<file path="src/rtl/stoch_pkg.sv">
// Shared types and constants for the stochastic arithmetic datapath.
// Latency: n/a (package only).
// Backpressure: n/a (package only).
//
// Contents: operating modes, frame FSM states, default LFSR seed, the
// tap mask for the default 8-bit LFSR, and a tap lookup for other widths.
package stoch_pkg;

    typedef enum logic [1:0] {
        MODE_ADD = 2'd0,   // MUX scaled add, LFSR select
        MODE_SUB = 2'd1,   // bipolar scaled subtract, LFSR select
        MODE_OR  = 2'd2,   // OR saturating add
        MODE_EXT = 2'd3    // MUX with external select
    } mode_e;

    typedef enum logic [1:0] {
        IDLE = 2'd0,
        RUN  = 2'd1,
        DONE = 2'd2
    } state_e;

    localparam logic [7:0] DEFAULT_SEED = 8'hA5;

    // x^8 + x^6 + x^5 + x^4 + 1 : tapped bits 7, 5, 4, 3.
    localparam logic [7:0] LFSR_TAPS = 8'hB8;

    // Tap masks for shift-left Fibonacci LFSRs. Bit (n-1) of the mask is
    // set for each x^n term of the feedback polynomial.
    function automatic logic [31:0] lfsr_taps(input int w);
        logic [31:0] m;
        case (w)
            2:       m = 32'h0000_0003;
            3:       m = 32'h0000_0006;
            4:       m = 32'h0000_000C;
            5:       m = 32'h0000_0014;
            6:       m = 32'h0000_0030;
            7:       m = 32'h0000_0060;
            8:       m = {24'h0, LFSR_TAPS};
            16:      m = 32'h0000_B400;
            32:      m = 32'hA300_0000;
            // Non-maximal fallback: still never locks up from a nonzero seed.
            default: m = (32'h1 << (w - 1)) | (32'h1 << (w - 2));
        endcase
        return m;
    endfunction

endpackage

</file>
<file path="src/rtl/stoch_lfsr.sv">
// Fibonacci LFSR, shift-left with feedback into bit 0; reloadable seed.
// Latency: q reflects load/advance one cycle after it is requested.
// Backpressure: none; en stalls the sequence, load has priority over en.
//
// Ports: clk, rst (sync, active-high, loads SEED), load (reload SEED),
//        en (advance one step), q (current state).
module stoch_lfsr #(
    parameter int           W    = 8,
    parameter logic [W-1:0] SEED = '1,
    parameter logic [W-1:0] TAPS = '1
) (
    input  logic         clk,
    input  logic         rst,
    input  logic         load,
    input  logic         en,
    output logic [W-1:0] q
);

    logic [W-1:0] lfsr_q;
    logic [W-1:0] lfsr_d;

    always_comb begin
        lfsr_d = lfsr_q;
        if (load) begin
            lfsr_d = SEED;
        end else if (en) begin
            lfsr_d = {lfsr_q[W-2:0], ^(lfsr_q & TAPS)};
        end
    end

    always_ff @(posedge clk) begin
        if (rst) begin
            lfsr_q <= SEED;
        end else begin
            lfsr_q <= lfsr_d;
        end
    end

    assign q = lfsr_q;

endmodule

</file>
<file path="src/rtl/stochastic_addsub_frame.sv">
// Frame-based N_CH-channel stochastic add/sub/OR combiner with a ones counter.
// Latency: y is registered, 1 cycle after each in_bits sample; done at start+LEN+1.
// Backpressure: none; in_bits is consumed on every in_ready cycle, start ignored unless idle.
//
// Ports: clk, rst (sync, active-high); start, mode, ext_sel, in_bits (inputs);
//        in_ready (RUN), busy (RUN|DONE), y/y_valid (combined bit),
//        count (ones in y this frame), done (one-cycle, count final).
module stochastic_addsub_frame
    import stoch_pkg::*;
#(
    parameter int                N_CH   = 4,
    parameter int                LEN    = 128,
    parameter int                LFSR_W = 8,
    parameter logic [LFSR_W-1:0] SEED   = DEFAULT_SEED
) (
    input  logic                          clk,
    input  logic                          rst,
    input  logic                          start,
    input  logic [1:0]                    mode,
    input  logic [$clog2(N_CH)-1:0]       ext_sel,
    input  logic [N_CH-1:0]               in_bits,
    output logic                          in_ready,
    output logic                          busy,
    output logic                          y,
    output logic                          y_valid,
    output logic [$clog2(LEN+1)-1:0]      count,
    output logic                          done
);

    localparam int SEL_W = $clog2(N_CH);
    localparam int CNT_W = $clog2(LEN + 1);

    localparam logic [31:0]       TAPS_FULL = lfsr_taps(LFSR_W);
    localparam logic [LFSR_W-1:0] TAPS      = TAPS_FULL[LFSR_W-1:0];

    state_e             state_q, state_d;
    mode_e              mode_q, mode_d;
    logic [CNT_W-1:0]   beat_q, beat_d;
    logic [CNT_W-1:0]   count_q, count_d;
    logic               y_q, y_d;
    logic               y_valid_q, y_valid_d;

    logic               lfsr_load;
    logic               lfsr_en;
    logic [LFSR_W-1:0]  lfsr_q;
    logic [SEL_W-1:0]   sel;
    logic               y_comb;

    stoch_lfsr #(
        .W    (LFSR_W),
        .SEED (SEED),
        .TAPS (TAPS)
    ) u_lfsr (
        .clk  (clk),
        .rst  (rst),
        .load (lfsr_load),
        .en   (lfsr_en),
        .q    (lfsr_q)
    );

    // Only the low SEL_W bits pick a channel; the rest just carry state.
    generate
        if (LFSR_W > SEL_W) begin : g_lfsr_hi
            logic lfsr_hi_unused;
            assign lfsr_hi_unused = ^lfsr_q[LFSR_W-1:SEL_W];
        end
    endgenerate

    assign sel = (mode_q == MODE_EXT) ? ext_sel : lfsr_q[SEL_W-1:0];

    // Odd channels are inverted in subtract mode: with bipolar coding ~x
    // represents -x, so the mux average becomes (sum even - sum odd)/N_CH.
    always_comb begin
        y_comb = 1'b0;
        case (mode_q)
            MODE_ADD: y_comb = in_bits[sel];
            MODE_SUB: y_comb = in_bits[sel] ^ sel[0];
            MODE_OR:  y_comb = |in_bits;
            MODE_EXT: y_comb = in_bits[ext_sel];
            default:  y_comb = 1'b0;
        endcase
    end

    always_comb begin
        state_d   = state_q;
        mode_d    = mode_q;
        beat_d    = beat_q;
        count_d   = count_q;
        y_d       = y_q;
        y_valid_d = 1'b0;
        lfsr_load = 1'b0;
        lfsr_en   = 1'b0;
        case (state_q)
            IDLE: begin
                if (start) begin
                    mode_d    = mode_e'(mode);
                    count_d   = '0;
                    beat_d    = '0;
                    lfsr_load = 1'b1;
                    state_d   = RUN;
                end
            end
            RUN: begin
                lfsr_en   = 1'b1;
                y_d       = y_comb;
                y_valid_d = 1'b1;
                count_d   = count_q + CNT_W'(y_comb);
                beat_d    = beat_q + 1'b1;
                if (beat_q == CNT_W'(LEN - 1)) begin
                    state_d = DONE;
                end
            end
            DONE: begin
                state_d = IDLE;
            end
            default: begin
                state_d = IDLE;
            end
        endcase
    end

    always_ff @(posedge clk) begin
        if (rst) begin
            state_q   <= IDLE;
            mode_q    <= MODE_ADD;
            beat_q    <= '0;
            count_q   <= '0;
            y_q       <= 1'b0;
            y_valid_q <= 1'b0;
        end else begin
            state_q   <= state_d;
            mode_q    <= mode_d;
            beat_q    <= beat_d;
            count_q   <= count_d;
            y_q       <= y_d;
            y_valid_q <= y_valid_d;
        end
    end

    assign in_ready = (state_q == RUN);
    assign busy     = (state_q != IDLE);
    assign done     = (state_q == DONE);
    assign y        = y_q;
    assign y_valid  = y_valid_q;
    assign count    = count_q;

endmodule

</file>
<file path="config.mk">
export PLATFORM = sky130hd
export DESIGN_NAME = stochastic_addsub_frame
export DESIGN_NICKNAME = d
export VERILOG_FILES = /design/src/rtl/stoch_pkg.sv /design/src/rtl/stoch_lfsr.sv /design/src/rtl/stochastic_addsub_frame.sv
export SDC_FILE = /design/constraint.sdc
export NUM_CORES = 1
export LEC_CHECK = 0
export CAP_MARGIN = 40
export CORE_ASPECT_RATIO = 0.7
export CORE_UTILIZATION = 46
export CTS_CLUSTER_DIAMETER = 80
export DETAILED_ROUTE_END_ITERATION = 8
export HOLD_SLACK_MARGIN = 0.05
export PLACE_DENSITY = 0.74
export RECOVER_POWER = 100
export SYNTH_ARGS = -nofsm -noshare
export SYNTH_HDL_FRONTEND = slang
export SYNTH_SLANG_ARGS = --single-unit
</file>
<file path="constraint.sdc">
create_clock -name clk -period 2 [get_ports clk]
set_input_delay 0.5 -clock clk [delete_from_list [all_inputs] [get_ports clk]]
set_output_delay 0.5 -clock clk [all_outputs]
set_load 0.02 [all_outputs]
</file>
Word-level counts from Yosys, hierarchy flattened

Cells that the tools add are included.

Flip-flop bits (word level): 30
Output and inout port bits: 13

Add/sub/neg operators: 2
$lt $le $gt $ge: 2
Equal/unequal tests: 8
Multiplexer cells: 15
Bitwise gates (word level): 1
Reduce and logical (&&, ||, !) cells: 10

Operators with widths:

| cell                                                       | number |
|---|---|
| one-hot mux 8 bit (2 select lines)                         | 2 |
| adder 8 x 1 -> 8 bit                                       | 1 |
| adder 8 x 1 -> 8 bit, second input constant                | 1 |
| == test 8 x 7 -> 1 bit, second input constant              | 1 |
| 2-to-1 mux 8 bit                                           | 1 |
| XOR reduction 8 bit                                        | 1 |
| == test 2 bit, second input constant                       | 3 |
| less-than comparator 2 x 3 -> 1 bit, second input constant | 2 |
| 2-to-1 mux 2 bit                                           | 3 |
| AND reduction 2 bit                                        | 3 |
| 2-to-1 mux 1 bit                                           | 5 |
| binary-select mux 1 bit (select 2 bit)                     | 2 |
| == test 2 x 1 -> 1 bit, second input constant              | 2 |
| zero test 2 bit                                            | 2 |
| one-hot mux 1 bit (4 select lines)                         | 1 |
| one-hot mux 2 bit (2 select lines)                         | 1 |
| nonzero test 2 bit                                         | 2 |
| OR reduction 4 bit                                         | 1 |
| != test 2 x 1 -> 1 bit, second input constant              | 1 |
| != test 2 bit, second input constant                       | 1 |
| OR reduction 2 bit                                         | 1 |
| XOR 1 bit                                                  | 1 |

Depth between registers and ports, before layout

Word-level depth: 8
Gate-level depth with buffers: 9
Depth with buffers taken out: 9

Hierarchy

A second synthesis with hierarchy kept.

Cells, all modules: 160
Area total of the unflattened synthesis: 1415.1 um^2

By module, submodules not included:

| module                  | instances | cells an instance | area each (um^2) |
|---|---|---|---|
| stochastic_addsub_frame | 1         | 130               | 1091.0 |
| stoch_lfsr              | 1         | 30                | 324.1 |

Worst setup path before layout

No wires, ideal clock.

Path kind: input to register
Start point: in ext_sel[0]
End point: reg count_q[5] (netlist: count[5])
Library setup time: 0.065 ns
Arrival time: 2.040 ns
Required time: 1.935 ns
Setup slack: -0.105 ns
Stages on the path: 8
Buffers on the path: 0
Cell sequence: mux2_2 > a311oi_1 > nand2_1 > ha_1 > and3_1 > nand2_1 > mux2_2 > nor2_1

Word-level cells in the longest chain between the ends: 7
Elaborated cells on any way between the ends: 9
Those cells by class: add/sub: 1; mux: 7; bitwise: 1

RTL lines:

| element                                | RTL line                                                     | RTL |
|---|---|---|
| start: declaration                     | stochastic_addsub_frame.sv:20                                | `input logic [$clog2(N_CH)-1:0] ext_sel,` |
| 2-to-1 mux 2 bit                       | stochastic_addsub_frame.sv:69                                | `assign sel = (mode_q == MODE_EXT) ? ext_sel : lfsr_q[SEL_W-1:0];` |
| binary-select mux 1 bit (select 2 bit) | stochastic_addsub_frame.sv:76, stochastic_addsub_frame.sv:77 |  |
| 2-to-1 mux 1 bit (implied by the code) | stochastic_addsub_frame.sv:76, stochastic_addsub_frame.sv:77 |  |
| XOR 1 bit                              | stochastic_addsub_frame.sv:77                                | `MODE_SUB: y_comb = in_bits[sel] ^ sel[0];` |
| one-hot mux 1 bit (4 select lines) (*) | stochastic_addsub_frame.sv:75                                | `case (mode_q)` |
| via y_comb                             | stochastic_addsub_frame.sv:47                                | `logic y_comb;` |
| adder 8 x 1 -> 8 bit (*)               | stochastic_addsub_frame.sv:107                               | `count_d = count_q + CNT_W'(y_comb);` |
| one-hot mux 8 bit (2 select lines) (*) | stochastic_addsub_frame.sv:93                                | `case (state_q)` |
| end signal: assignment                 | stochastic_addsub_frame.sv:134                               | `count_q <= count_d;` |
| end: declaration                       | stochastic_addsub_frame.sv:39                                | `logic [CNT_W-1:0] count_q, count_d;` |

The timed path passes the listed nets; every way through them passes the cells marked *. The select of a mux whose other input is x is not followed.
A chain may end at the register's enable or synchronous reset.

Worst setup path in the final report

Start point: reg u_lfsr.lfsr_q[1] (netlist: u_lfsr.q[1])
End point: reg count_q[4] (netlist: count[4])

Word-level cells in the longest chain between the ends: 7

RTL lines:

| element                                    | RTL line                                                     | RTL |
|---|---|---|
| start: declaration                         | stoch_lfsr.sv:19                                             | `logic [W-1:0] lfsr_q;` |
| start signal: assignment                   | stoch_lfsr.sv:35                                             | `lfsr_q <= lfsr_d;` |
| 2-to-1 mux 2 bit (*)                       | stochastic_addsub_frame.sv:69                                |  |
| binary-select mux 1 bit (select 2 bit) (*) | stochastic_addsub_frame.sv:76, stochastic_addsub_frame.sv:77 |  |
| 2-to-1 mux 1 bit (implied by the code) (*) | stochastic_addsub_frame.sv:76, stochastic_addsub_frame.sv:77 |  |
| XOR 1 bit                                  | stochastic_addsub_frame.sv:77                                |  |
| one-hot mux 1 bit (4 select lines) (*)     | stochastic_addsub_frame.sv:75                                |  |
| via y_comb                                 | stochastic_addsub_frame.sv:47                                |  |
| adder 8 x 1 -> 8 bit (*)                   | stochastic_addsub_frame.sv:107                               |  |
| one-hot mux 8 bit (2 select lines) (*)     | stochastic_addsub_frame.sv:93                                |  |

Marks and branches as above.

==> out/qor.csv <==
metric;value;unit
routed-via-count;1281;
worst_hold_slack;0.4625;ns
insertion_delay;0.29;ns
critPathCaptureType;flop;
cts_buffers;5;
grt_max_degree;28;
start_util;49.20;%
maxCapViolCount;0;
instances_no_fill;230;
cts_sinks;30;
drt_iter0_markers;76;
holdBufCountCts;0;
seq_area;604.3;sq um
hold_path.class;flop to flop;
clockBufferDepth;2;
hpwlAfterDp;2274;um
maxSlewViolCount;0;
place_congestion;0.8063;
cts_tree;built;
run_status;completed;
synth-seq-cells;30;
area_growth_syn_to_layout;31.62;%
p_leak;0.7138;nW
yosys_warnings;0;
ys_seq_area_share;43.24;%
synth_cell_type_count;37;
htree_num_levels;2;
tightest_slew;0.4013;ns
final.period_utilization;96.94;%
synth-edff-count;0;
path_clk_slew;0.07;ns
rsz0062_at_grt;true;
cts_root_buf;clkbuf_8;
die_w;67.68;um
powerDensity;738.1;nW/um^2
io_pins;24;
grt_overflow;0;
slew_headroom;73.19;%
slowest_delay;0.37;ns
cp-start-kind;flop;
wl_per_cell;14.40;um
p_total;1.349;mW
die_y;47.97;um
dp.cells;221;
portBuffers;23;
vdd_drop_max;510.3;uV
die_area;3246;sq um
worstPathArrival;2.17;ns
crit_chain;mux2i_1, xor2_1, a211o_1, nand2_1, ha_2, ha_4, nand4_1, or2_4, a21oi_2;
crit_required;2.23;ns
synthCells;165;
fmax;515.8;MHz
worstHoldStart;u_lfsr.q[6];
hold_viol;0;
diodes;0;
worstSetupStartpoint;u_lfsr.q[1];
nNetsFinal;207;
drc_errors;0;
vias_per_cell;5.570;
globalRouteTotalUtil;22.04;%
synthArstFlopShare;0;%
rows;16;
period_needed;1.939;ns
ys.flop_type;dfxtp_1;
totalWireLength;3312;um
antenna_found_initial;0;
core;2823;sq um
worst_path_max_delay_cell;dfxtp_4;
reg2reg_from;u_lfsr.q[1];
grt_pass1_wl;4988;um
syn_area;1389;sq um
grt_pass1_vias;1079;
synth_nets;179;
drt_pass1_iterations;5;
critPathKind;flop to flop;
skew;0.007494;ns
crit_path_max_fanout;5;
syn_avg_cell_area;8.417;sq um
finalSetupViolCount;0;
ant_nets;0;
multi_input_comb_area;798.3;sq um
drive_above_1_share;18.04;%
nFillCells;237;
cells in the final DEF (no fill, tap or decap), types with 2 or more instances in the layout:
master and count:
mux2i_1 4, xnor2_1 3, clkdlybuf4s50_1 15, a21oi_1 15
nand3_1 10, mux2_4 2, buf_2 2, dfxtp_1 29
clkbuf_8 6, o31ai_1 2, nor2b_1 3, a211oi_1 2
nand4_1 3, dlygate4sd2_1 2, buf_4 7, buf_6 2
nand2_1 26, nand2b_1 3, nand3b_1 2, o21ai_0 5
nor2_1 15, a311oi_1 2, nand4b_1 2
cell type report:
cell class | instances | share of cell area, %
Multi-Input combinational cell | 124 | 43.67
Sequential cell | 30 | 33.06
Timing Repair Buffer | 31 | 15.61
Clock buffer | 7 | 4.723
Tap cell | 36 | 2.464
Clock inverter | 1 | 0.2738
Inverter | 1 | 0.2053
final timing paths:
path / endpoint / slack, ns / cells past startpoint
worst max-delay path: count[4] / 0.06 / 9
worst min-delay path: u_lfsr.q[6] / 0.46 / 2
worst max register to register: count[4] / 0.06 / 9
worst min register to register: u_lfsr.q[6] / 0.46 / 2
synthesized netlist by cell type, drive strengths merged (2+ instances only):
| library cell | number | area [sq um] |
|---|---|---|
| buf | 4 | 26.27 |
| nor2 | 15 | 56.30 |
| nand3 | 10 | 50.05 |
| nor4 | 2 | 12.51 |
| nand3b | 2 | 15.01 |
| nand2 | 27 | 101.4 |
| xnor2 | 3 | 26.28 |
| o31ai | 3 | 27.52 |
| ha | 3 | 37.54 |
| mux2i | 4 | 40.04 |
| or4 | 2 | 18.77 |
| o21ai | 5 | 25.02 |
| nand4b | 2 | 17.52 |
| dfxtp | 30 | 600.6 |
| nor3b | 2 | 15.01 |
| nand2b | 3 | 18.77 |
| nand4 | 3 | 18.77 |
| or2 | 2 | 12.51 |
| and3 | 2 | 12.51 |
| nor2b | 3 | 18.77 |
| a311oi | 3 | 26.28 |
| mux2 | 2 | 22.52 |
| a21oi | 16 | 80.08 |
| clkbuf | 6 | 22.52 |
| a211oi | 2 | 15.01 |
repair_timing:
action | in CTS | in global routing
gates cloned | 0 | 0
gates resized for setup | 22 | 17
setup endpoints to repair | 8 | 8
pin swaps | 5 | 6
setup buffers | 0 | 1
worst max-delay path: cells and delay by family, from the launching register on:
family	cells	cell delay [ns]
AO/OA/AOI/OAI	2	0.41
XOR/XNOR	1	0.09
adder cells (fa/ha/maj)	2	0.35
flip-flops	1	0.37
multiplexers	1	0.21
AND/OR/NAND/NOR	3	0.45
stage by stage:
step	worst slack (ns)	utilization [%]	cell area (sq um)	setup TNS [ns]
detailed placement	-0.6518	59.66	1684	-4.174
floorplan	-0.01505	-	1405	-0.02729
finish	0.06114	64.76	1828	0
CTS	0.002439	63.30	1787	0
global placement	-0.5918	59.66	1684	-3.791
global route	-0.05902	64.76	1828	-0.1005
routing by layer:
layer | up-vias | wire (um) | GRT usage [%]
li1 | 645 | - | -
met1 | 600 | 1607 | 28.00
met2 | 28 | 1500 | 34.46
met3 | 8 | 144 | 5.714
met4 | 0 | 59 | 12.77
met5 | - | 0 | 0
where the power goes:
part	leakage, nW	switching, mW	internal (mW)
Clock	0.0482	0.236	0.277
Sequential	0.245	0.0199	0.619
Combinational	0.421	0.107	0.0898
Total	0.714	0.363	0.986
state kept, by name, indices dropped and copies added (netlist names):
| signal | flops |
|---|---|
| beat_q | 8 |
| count | 8 |
| u_lfsr.q | 8 |
| mode_q | 2 |
| state_q | 2 |
| y | 1 |
| y_valid | 1 |
cell families after synthesis:
logic type / Yosys count / synth area share, %
multiplexers: 6 / 4.505
XOR/XNOR: 4 / 2.523
buffers and inverters: 11 / 3.783
flip-flops: 30 / 43.24
adder cells (fa/ha/maj): 3 / 2.703
AND/OR/NAND/NOR: 78 / 28.29
AO/OA/AOI/OAI: 33 / 14.96
No activity file was read; power rests on OpenSTA's default activity.
